$ cat src/rtl/pit_pkg.sv
// Shared types and constants for the pending interest table.
package pit_pkg;

  typedef enum logic [1:0] {
    S_IDLE   = 2'd0,
    S_READ   = 2'd1,
    S_DECIDE = 2'd2,
    S_DONE   = 2'd3
  } pit_state_t;

  localparam int ADDR_W_DEF  = 10;
  localparam int DATA_W_DEF  = 8;
  localparam int ENTRY_W_DEF = 12;

  localparam logic [7:0] EMPTY_SLOT = 8'hFF;

endpackage

$ cat src/rtl/pending_interest_table.sv
// Pending interest table controller: one read-decide-write pass over a
// synchronous memory slot per interest or data request.
module pending_interest_table
  import pit_pkg::*;
#(
  parameter int ADDR_W  = ADDR_W_DEF,
  parameter int DATA_W  = DATA_W_DEF,
  parameter int ENTRY_W = ENTRY_W_DEF
) (
  input  logic               clk,
  input  logic               reset,
  input  logic [ENTRY_W-1:0] table_entry,
  input  logic               in_bit,
  input  logic               out_bit,
  input  logic [DATA_W-1:0]  in_data,
  input  logic [DATA_W-1:0]  read_data,
  output logic [ADDR_W-1:0]  address,
  output logic [DATA_W-1:0]  out_data,
  output logic               write_enable,
  output logic               fib_out,
  output logic               start_bit
);

  localparam logic [DATA_W-1:0] EMPTY = DATA_W'(EMPTY_SLOT);

  pit_state_t r_state, w_state_nxt;

  logic [ADDR_W-1:0] r_slot,    w_slot_nxt;
  logic [DATA_W-1:0] r_face,    w_face_nxt;
  logic              r_is_data, w_is_data_nxt;
  logic              r_clear,   w_clear_nxt;

  logic [ADDR_W-1:0] r_address, w_address_nxt;
  logic [DATA_W-1:0] r_out_data, w_out_data_nxt;
  logic              r_we, w_we_nxt;
  logic              r_fib, w_fib_nxt;
  logic              r_start, w_start_nxt;

  // Upper table_entry bits are reserved.
  logic w_unused_entry;
  assign w_unused_entry = ^table_entry[ENTRY_W-1:ADDR_W];

  always_comb begin
    w_state_nxt    = r_state;
    w_slot_nxt     = r_slot;
    w_face_nxt     = r_face;
    w_is_data_nxt  = r_is_data;
    w_clear_nxt    = 1'b0;
    w_address_nxt  = r_address;
    w_out_data_nxt = '0;
    w_we_nxt       = 1'b0;
    w_fib_nxt      = 1'b0;
    w_start_nxt    = 1'b0;

    unique case (r_state)
      S_IDLE: begin
        if (in_bit || out_bit) begin
          w_slot_nxt    = table_entry[ADDR_W-1:0];
          w_face_nxt    = in_data;
          w_is_data_nxt = out_bit;
          w_address_nxt = table_entry[ADDR_W-1:0];
          w_state_nxt   = S_READ;
        end
      end
      S_READ: begin
        w_address_nxt = r_slot;
        w_state_nxt   = S_DECIDE;
      end
      S_DECIDE: begin
        w_state_nxt = S_DONE;
        if (!r_is_data) begin
          if (read_data == EMPTY) begin
            w_out_data_nxt = r_face;
            w_we_nxt       = 1'b1;
            w_fib_nxt      = 1'b1;
          end
        end else if (read_data != EMPTY) begin
          // Face goes out now; the slot clear follows one cycle later.
          w_out_data_nxt = read_data;
          w_start_nxt    = 1'b1;
          w_clear_nxt    = 1'b1;
        end
      end
      S_DONE: begin
        w_state_nxt = S_IDLE;
        if (r_clear) begin
          w_out_data_nxt = EMPTY;
          w_we_nxt       = 1'b1;
        end
      end
      default: w_state_nxt = S_IDLE;
    endcase
  end

  always_ff @(posedge clk or negedge reset) begin
    if (!reset) begin
      r_state    <= S_IDLE;
      r_slot     <= '0;
      r_face     <= '0;
      r_is_data  <= 1'b0;
      r_clear    <= 1'b0;
      r_address  <= '0;
      r_out_data <= '0;
      r_we       <= 1'b0;
      r_fib      <= 1'b0;
      r_start    <= 1'b0;
    end else begin
      r_state    <= w_state_nxt;
      r_slot     <= w_slot_nxt;
      r_face     <= w_face_nxt;
      r_is_data  <= w_is_data_nxt;
      r_clear    <= w_clear_nxt;
      r_address  <= w_address_nxt;
      r_out_data <= w_out_data_nxt;
      r_we       <= w_we_nxt;
      r_fib      <= w_fib_nxt;
      r_start    <= w_start_nxt;
    end
  end

  assign address      = r_address;
  assign out_data     = r_out_data;
  assign write_enable = r_we;
  assign fib_out      = r_fib;
  assign start_bit    = r_start;

endmodule

$ cat config.mk
export PLATFORM = sky130hd
export DESIGN_NAME = pending_interest_table
export DESIGN_NICKNAME = d
export VERILOG_FILES = /design/src/rtl/pit_pkg.sv /design/src/rtl/pending_interest_table.sv
export SDC_FILE = /design/constraint.sdc
export NUM_CORES = 1
export LEC_CHECK = 0
export ABC_AREA = 1
export BUFFER_PORTS_ARGS = -buffer_cell sky130_fd_sc_hd__buf_2
export CORE_ASPECT_RATIO = 0.8
export CORE_UTILIZATION = 42
export CTS_BUF_LIST = sky130_fd_sc_hd__clkbuf_16
export DETAILED_ROUTE_END_ITERATION = 10
export PLACE_DENSITY = 0.67
export SETUP_SLACK_MARGIN = 0.5
export SYNTH_ARGS = -nofsm -noshare
export SYNTH_HDL_FRONTEND = slang
export SYNTH_SLANG_ARGS = --single-unit
$ cat constraint.sdc
create_clock -name clk -period 1.9 [get_ports clk]
set_input_delay 0.57 -clock clk [delete_from_list [all_inputs] [get_ports clk]]
set_output_delay 0.57 -clock clk [all_outputs]
set_load 0.1 [all_outputs]
==> impl_results.md, run 1 <==
- Class of the worst hold path: primary input to asynchronous set/reset pin
- Complex-gate fraction of the synthesized area: 11.43%
- Non-Filler Instances: 327
- Crit-path slowest cell: dfrtp_2
- Die area: 4702 µm²
- WP data arrival: 0.88 ns
- GRT overflow: 0
- Post-synthesis mux area share: 0%
- Mapped Nets: 241
- Crit. End Element: output pin
- Vias in the first global route: 1269
- Final period util: 76.06%
- RSZ-0062 raised after global routing: true
- FMAX: 0.6920 GHz
- Number of placed cells counting well taps: 309
- Hold Fails Final Rpt: 0
- DP HPWL: 2.496 mm
- Num CTS Buffers: 5
- CTS tree: done
- Final setup vio count: 0
- Mapped Area: 1861 µm²
- Iteration-0 DRC count of the detailed router: 128
- Global-route wire length before repair: 5.871 mm
- FILL cells: 335
- CP peak stage delay: 0.43 ns
- Root buf cell: clkbuf_16
- Synth Area in Adders: 3.362%
- Worst flop-to-flop path startpoint: r_state[1]
- Combinational family with the most area after synthesis: simple AND/OR/NAND/NOR gates
- Ports: 53
- Total negative slack: 0 ns
- Max_cap viols: 0
- Sequential share of the synthesized area: 56.49%
- RR Endpoint: address[1]
- Slew at the pin with the worst max-slew slack: 0.5233 ns
- Final GP Congestion: 0.7177
- EDFF count, synth: 0
- Layout Area Growth over Synthesis: 48.15%
- Kind of critical path: register to output pin
- Die Ht: 61.53 µm
- DRT Pass-1 Iters: 4
- Site row count: 21
- Fin nets: 306
- Clk slew on worst S/H paths: 0.05 ns
- Vias per inst: 4.691
- Cell Area, Placed: 2216 µm²
- Delay-heaviest family, CP: flip-flops
- Max-slew headroom: 65.11%
- Area of the multi-input gates: 780.7 µm²
- Post-synthesis xor/xnor area fraction: 0%
- Post-synthesis simple-gate area fraction: 23.27%
- Yosys warnings: 0
- Initial antenna violation count: 0
- Initial Util: 44.26%
- Main synth FF type: dfrtp_1
- Routed WL: 3.938 mm
- Clk_lat worst skew: 0.27 ns
- DRC Markers: 0
- Synth Register Bits: 42
- Core Area: 4204 µm²
- CTS Sinks: 42
- WL/cell: 12.04 µm
- R2r setup slk: 0.52 ns
- Clock skew: 0.001727 ns
- Finished layout cell area: 2756 µm²
- Distinct cell type count after synthesis: 18
- Mean Syn Cell Area: 9.120 µm²
- WP buf/inv: 1
- Outcome: finished clean
- # port buffers: 50
- Post-DRT Antenna Nets: 0
- Largest net degree at the start of global routing: 43
- Die extent in x: 76.42 µm
- Hold-fix buffers, CTS: 0
- Share of cells above drive strength 1: 44.07%
- Clock Path Buffers: 2
- Synth Instances: 204
- Max Slew Vio Count: 0
- Via count of the routed design: 1534
- Diode count: 0
- Min cycle time layout: 1.445 ns
- CTS H-tree lvls: 2
- GRT Util Overall: 16.70%
- Fraction of registers with async set/reset: 100.0%
- Register area: 1079 µm²
- R2R depth: 7
- CP Cell Sequence: buf_12
- Worst Path Max Fanout: 2
- CP startpoint kind: register
- Critical Path RT: 1.33 ns
synthesized netlist by cell type (3+ instances only):
| cell | instances | area [µm²] |
|---|---|---|
| nand2_1 | 47 | 176.4 |
| dfrtp_1 | 42 | 1051 |
| nor2_1 | 23 | 86.33 |
| nand3_1 | 16 | 80.08 |
| inv_1 | 15 | 56.30 |
| o21ai_0 | 13 | 65.06 |
| a21oi_1 | 11 | 55.05 |
| a21oi_2 | 10 | 87.58 |
| nand4_1 | 8 | 50.05 |
| ha_1 | 5 | 62.56 |
| buf_2 | 3 | 15.01 |
cells in the final DEF (no fill, tap or decap), types with 8 or more instances in the layout:
master   count
a21oi_1      9
a21oi_2     11
buf_12      13
buf_2       29
buf_4       10
buf_6       10
dfrtp_1     20
dfrtp_2     22
inv_1       15
nand2_1     47
nand3_1     16
nand4_1      8
nor2_1      21
o21ai_0     13
worst reg2reg max path, stage by stage, from the launching register on:
cell,delay (ns)
dfrtp_1,0.40
inv_2,0.13
ha_4,0.19
nor2_4,0.04
a21oi_4,0.19
buf_6,0.13
buf_8,0.12
a21oi_2,0.06
layer usage:
metal	routed length [µm]	share of wire (%)	track usage [%]
met5	0	0	0
met3	141	3.6	4.148
met4	27	0.69	7.418
met1	2009	51	23.58
met2	1759	45	24.71
worst max path at each step:
stage | start | end | slack (ns) | cells after the start
final | address[7] | address[7] | 0.45 | 1
after global routing | address[1] | address[1] | 0.43 | 1
after CTS | address[7] | address[7] | 0.45 | 1
after detailed placement | r_state[1] | address[8] | 0.34 | 7
after global placement | r_state[1] | address[3] | 0.37 | 7
after floorplan | r_state[0] | address[0] | 0.61 | 7
timing repair:
action / CTS / global route
pin swaps: 0 / 5
setup endpoints to repair: 33 / 41
buffers inserted: 0 / 6
gates cloned: 1 / 3
resized for setup: 61 / 34
cell families after synthesis:
| logic type | count (synthesis) |
|---|---|
| AOI/OAI and AO/OA | 35 |
| adders and majority gates | 5 |
| buffers and inverters | 24 |
| DFF | 42 |
| and+or+nand+nor | 98 |
state kept, by name, indices dropped and copies added, names as in the netlist:
register	cells
address	10
fib_out	1
out_data	8
r_face	8
r_is_data	1
r_slot	10
r_state	2
start_bit	1
write_enable	1
through the flow:
stage | setup WS [ns] | util [%] | hold WS, ns
finish | 0.4549 | 65.57 | 0.3602
global route | 0.4288 | 65.57 | 0.4050
CTS | 0.4482 | 61.04 | 0.3710
floorplan | 0.6066 | - | 0.2744
detailed placement | 0.3417 | 52.71 | 0.4738
global placement | 0.3672 | 52.71 | 0.4659
final cells by class:
class	instances	area share, %
Multi-Input combinational cell	139	28.33
Sequential cell	42	39.13
Timing Repair Buffer	64	22.61
Clock inverter	3	0.4085
Tap cell	57	2.587
Inverter	17	2.406
Clock buffer	5	4.539
Power of run 1 is not shown: default switching activity piles up to over one toggle a cycle in this logic, so the estimate is an artifact.
==> inputs of run 2 (changes only) <==
- ABC_AREA: 1 -> 0
- PLACE_DENSITY: 0.67 -> 0.69
- clock period: 1.9 -> 1.3 ns (I/O delays scaled with it)
==> run 2 against run 1 <==
The flow now finishes with violations (setup timing); global-route usage is 4.7 points higher; synthesized cell count is 43% lower; utilization is 9.6 points higher; clock skew is 0.0045 ns higher; routed wire length is 17% higher.
==> impl_results.md, run 2 <==
- Met2 Usage GRT: 34.06%
- Max-slew headroom: 85.19%
- Die extent in x: 75.64 µm
- Share of cells above drive strength 1: 80.79%
- Clock skew: 0.006221 ns
- Clk_lat worst skew: 0.28 ns
- Diode count: 0
- Max_cap viols: 0
- Crit. End Element: register
- R2R depth: 6
- Core Area: 4178 µm²
- RSZ-0062 raised after global routing: true
- Pre-CTS setup slack: -0.3040 ns
- Post-DRT Antenna Nets: 0
- Hold WS: 0.07952 ns
- Fraction of registers with async set/reset: 100.0%
- Main synth FF type: dfrtp_1
- Post-synthesis simple-gate area fraction: 5.151%
- Mapped Area: 1822 µm²
- Iteration-0 DRC count of the detailed router: 90
- WL/cell: 17.78 µm
- Largest net degree at the start of global routing: 43
- Synth Instances: 116
- Most common cell in the netlist: dfrtp_1
- Most frequent cells in the layout: mux2_4 (29), buf_2 (29), buf_12 (25)
- Met1 GRT Util: 28.56%
- Leak Pwr: 1.470 nW
- Total Power: 0.01007 W
- EDFF count, synth: 0
- # port buffers: 50
- Final worst slack: -0.2742 ns
- CTS tree: done
- CTS H-tree lvls: 2
- Synth area leader: dfrtp_1
- Final GP Congestion: 0.7358
- Vias per inst: 5.142
- Number of placed cells counting well taps: 233
- DP HPWL: 2.786 mm
- Failing checks: setup timing
- GRT overflow: 0
- Via count of the routed design: 1337
- Post-synthesis xor/xnor area fraction: 0%
- CTS Sinks: 42
- Kind of critical path: register to register
- Yosys warnings: 0
- Ports: 53
- Clk slew on worst S/H paths: 0.06 ns
- Max Slew Vio Count: 0
- Total negative slack: -8.040 ns
- Mean Syn Cell Area: 15.70 µm²
- Initial Util: 43.61%
- DRC Markers: 0
- Num CTS Buffers: 5
- Vias in the first global route: 1385
- Final setup vio count: 60
- Mapped Nets: 153
- Gr busiest metal: met2
- Synth Register Bits: 42
- Class of the worst hold path: primary input to asynchronous set/reset pin
- Initial antenna violation count: 0
- Clock Path Buffers: 2
- WP data arrival: 1.74 ns
- Critical Path RT: 1.47 ns
- Min cycle time layout: 1.574 ns
- Outcome: finished with violations
- Site row count: 21
- Layout Area Growth over Synthesis: 72.46%
- FMAX: 0.6353 GHz
- Worst Path Max Fanout: 5
- Global-route wire length before repair: 6.913 mm
- Die Ht: 60.91 µm
- Most common library cells after synthesis: dfrtp_1 (42), mux2_2 (28), mux2_4 (10)
- Distinct cell type count after synthesis: 23
- Slew at the pin with the worst max-slew slack: 0.2216 ns
- Synth Area in Adders: 3.434%
- Routed WL: 4.623 mm
- Synth top area share: 57.69%
- Hold Fails Final Rpt: 0
- Sequential share of the synthesized area: 57.69%
- Post-synthesis mux area share: 26.17%
- Non-Filler Instances: 260
- Die area: 4607 µm²
- Combinational family with the most area after synthesis: multiplexers
- Fin nets: 239
- CP startpoint kind: register
- Peak VDD IR: 0.001641 V
- Top cells by area, synth: dfrtp_1 (58%), mux2_2 (17%), mux2_4 (8.2%)
- Power Density: 3207 nW/µm²
- Met3 usage: 5.648%
- Final period util: 121.1%
- Complex-gate fraction of the synthesized area: 6.044%
- FILL cells: 232
- Root buf cell: clkbuf_16
- GRT Util Overall: 21.42%
- DRT Pass-1 Iters: 4
[run 2: per-stage QoR]
stage | util [%] | instance area (µm²)
after floorplan | - | 2006
after global placement | 65.77 | 2748
after detailed placement | 65.77 | 2748
after CTS | 74.48 | 3112
after global routing | 75.20 | 3142
final | 75.20 | 3142
[run 2: layout make-up]
type	count	area, µm²	area share (%)
Clock buffer	5	125.1	3.982
Sequential cell	42	1130	35.96
Tap cell	57	71.32	2.270
Timing Repair Buffer	81	887.1	28.24
Multi-Input combinational cell	70	904.6	28.79
Inverter	2	7.507	0.2389
Clock inverter	3	16.27	0.5177
[run 2: kinds of logic after synthesis]
| group | Yosys count |
|---|---|
| mux | 39 |
| fa+ha+maj | 5 |
| buf+inv | 6 |
| compound gates | 11 |
| flops | 42 |
| simple gates | 13 |
[run 2: timing repair]
| item | 4_1_cts | 5_1_grt |
|---|---|---|
| resized for setup | 17 | 4 |
| hold buffers | 0 | 0 |
| cloned | 4 | 0 |
| pin swaps | 4 | 2 |
| setup buffers | 13 | 2 |
| endpoints found under the setup margin | 63 | 63 |
[run 2: routing by layer]
| metal | part of all wire (%) | vias to the layer above |
|---|---|---|
| li1 | - | 606 |
| met1 | 46 | 689 |
| met2 | 49 | 36 |
| met3 | 4.0 | 6 |
| met4 | 1.2 | 0 |
| met5 | 0 | - |
[run 2: report_power, final]
part	internal (W)	switching [W]	total, W	leakage (nW)
clock network	0.000700	0.000484	0.00118	0.0672
registers	0.00209	0.000504	0.00259	0.485
logic	0.00313	0.00317	0.00630	0.917
[run 2: final timing paths]
check,slack (ns),endpoint,startpoint
max,-0.27,address[1],r_state[1]
max in group asynchronous,1.00,out_data[4],reset
min reg2reg,0.51,r_slot[9],r_slot[9]
min in group clk,0.34,r_face[0],in_data[0]
min,0.08,out_data[2],reset
max reg2reg,-0.27,address[1],r_state[1]
[run 2: critical path, stage by stage, from the launching register on]
cell     delay (ns)
dfrtp_1        0.41
inv_2          0.12
ha_4           0.15
nor3b_4        0.24
nor2_4         0.10
buf_16         0.15
mux2_4         0.29
Note: power is estimated with default switching activity, not from simulation.
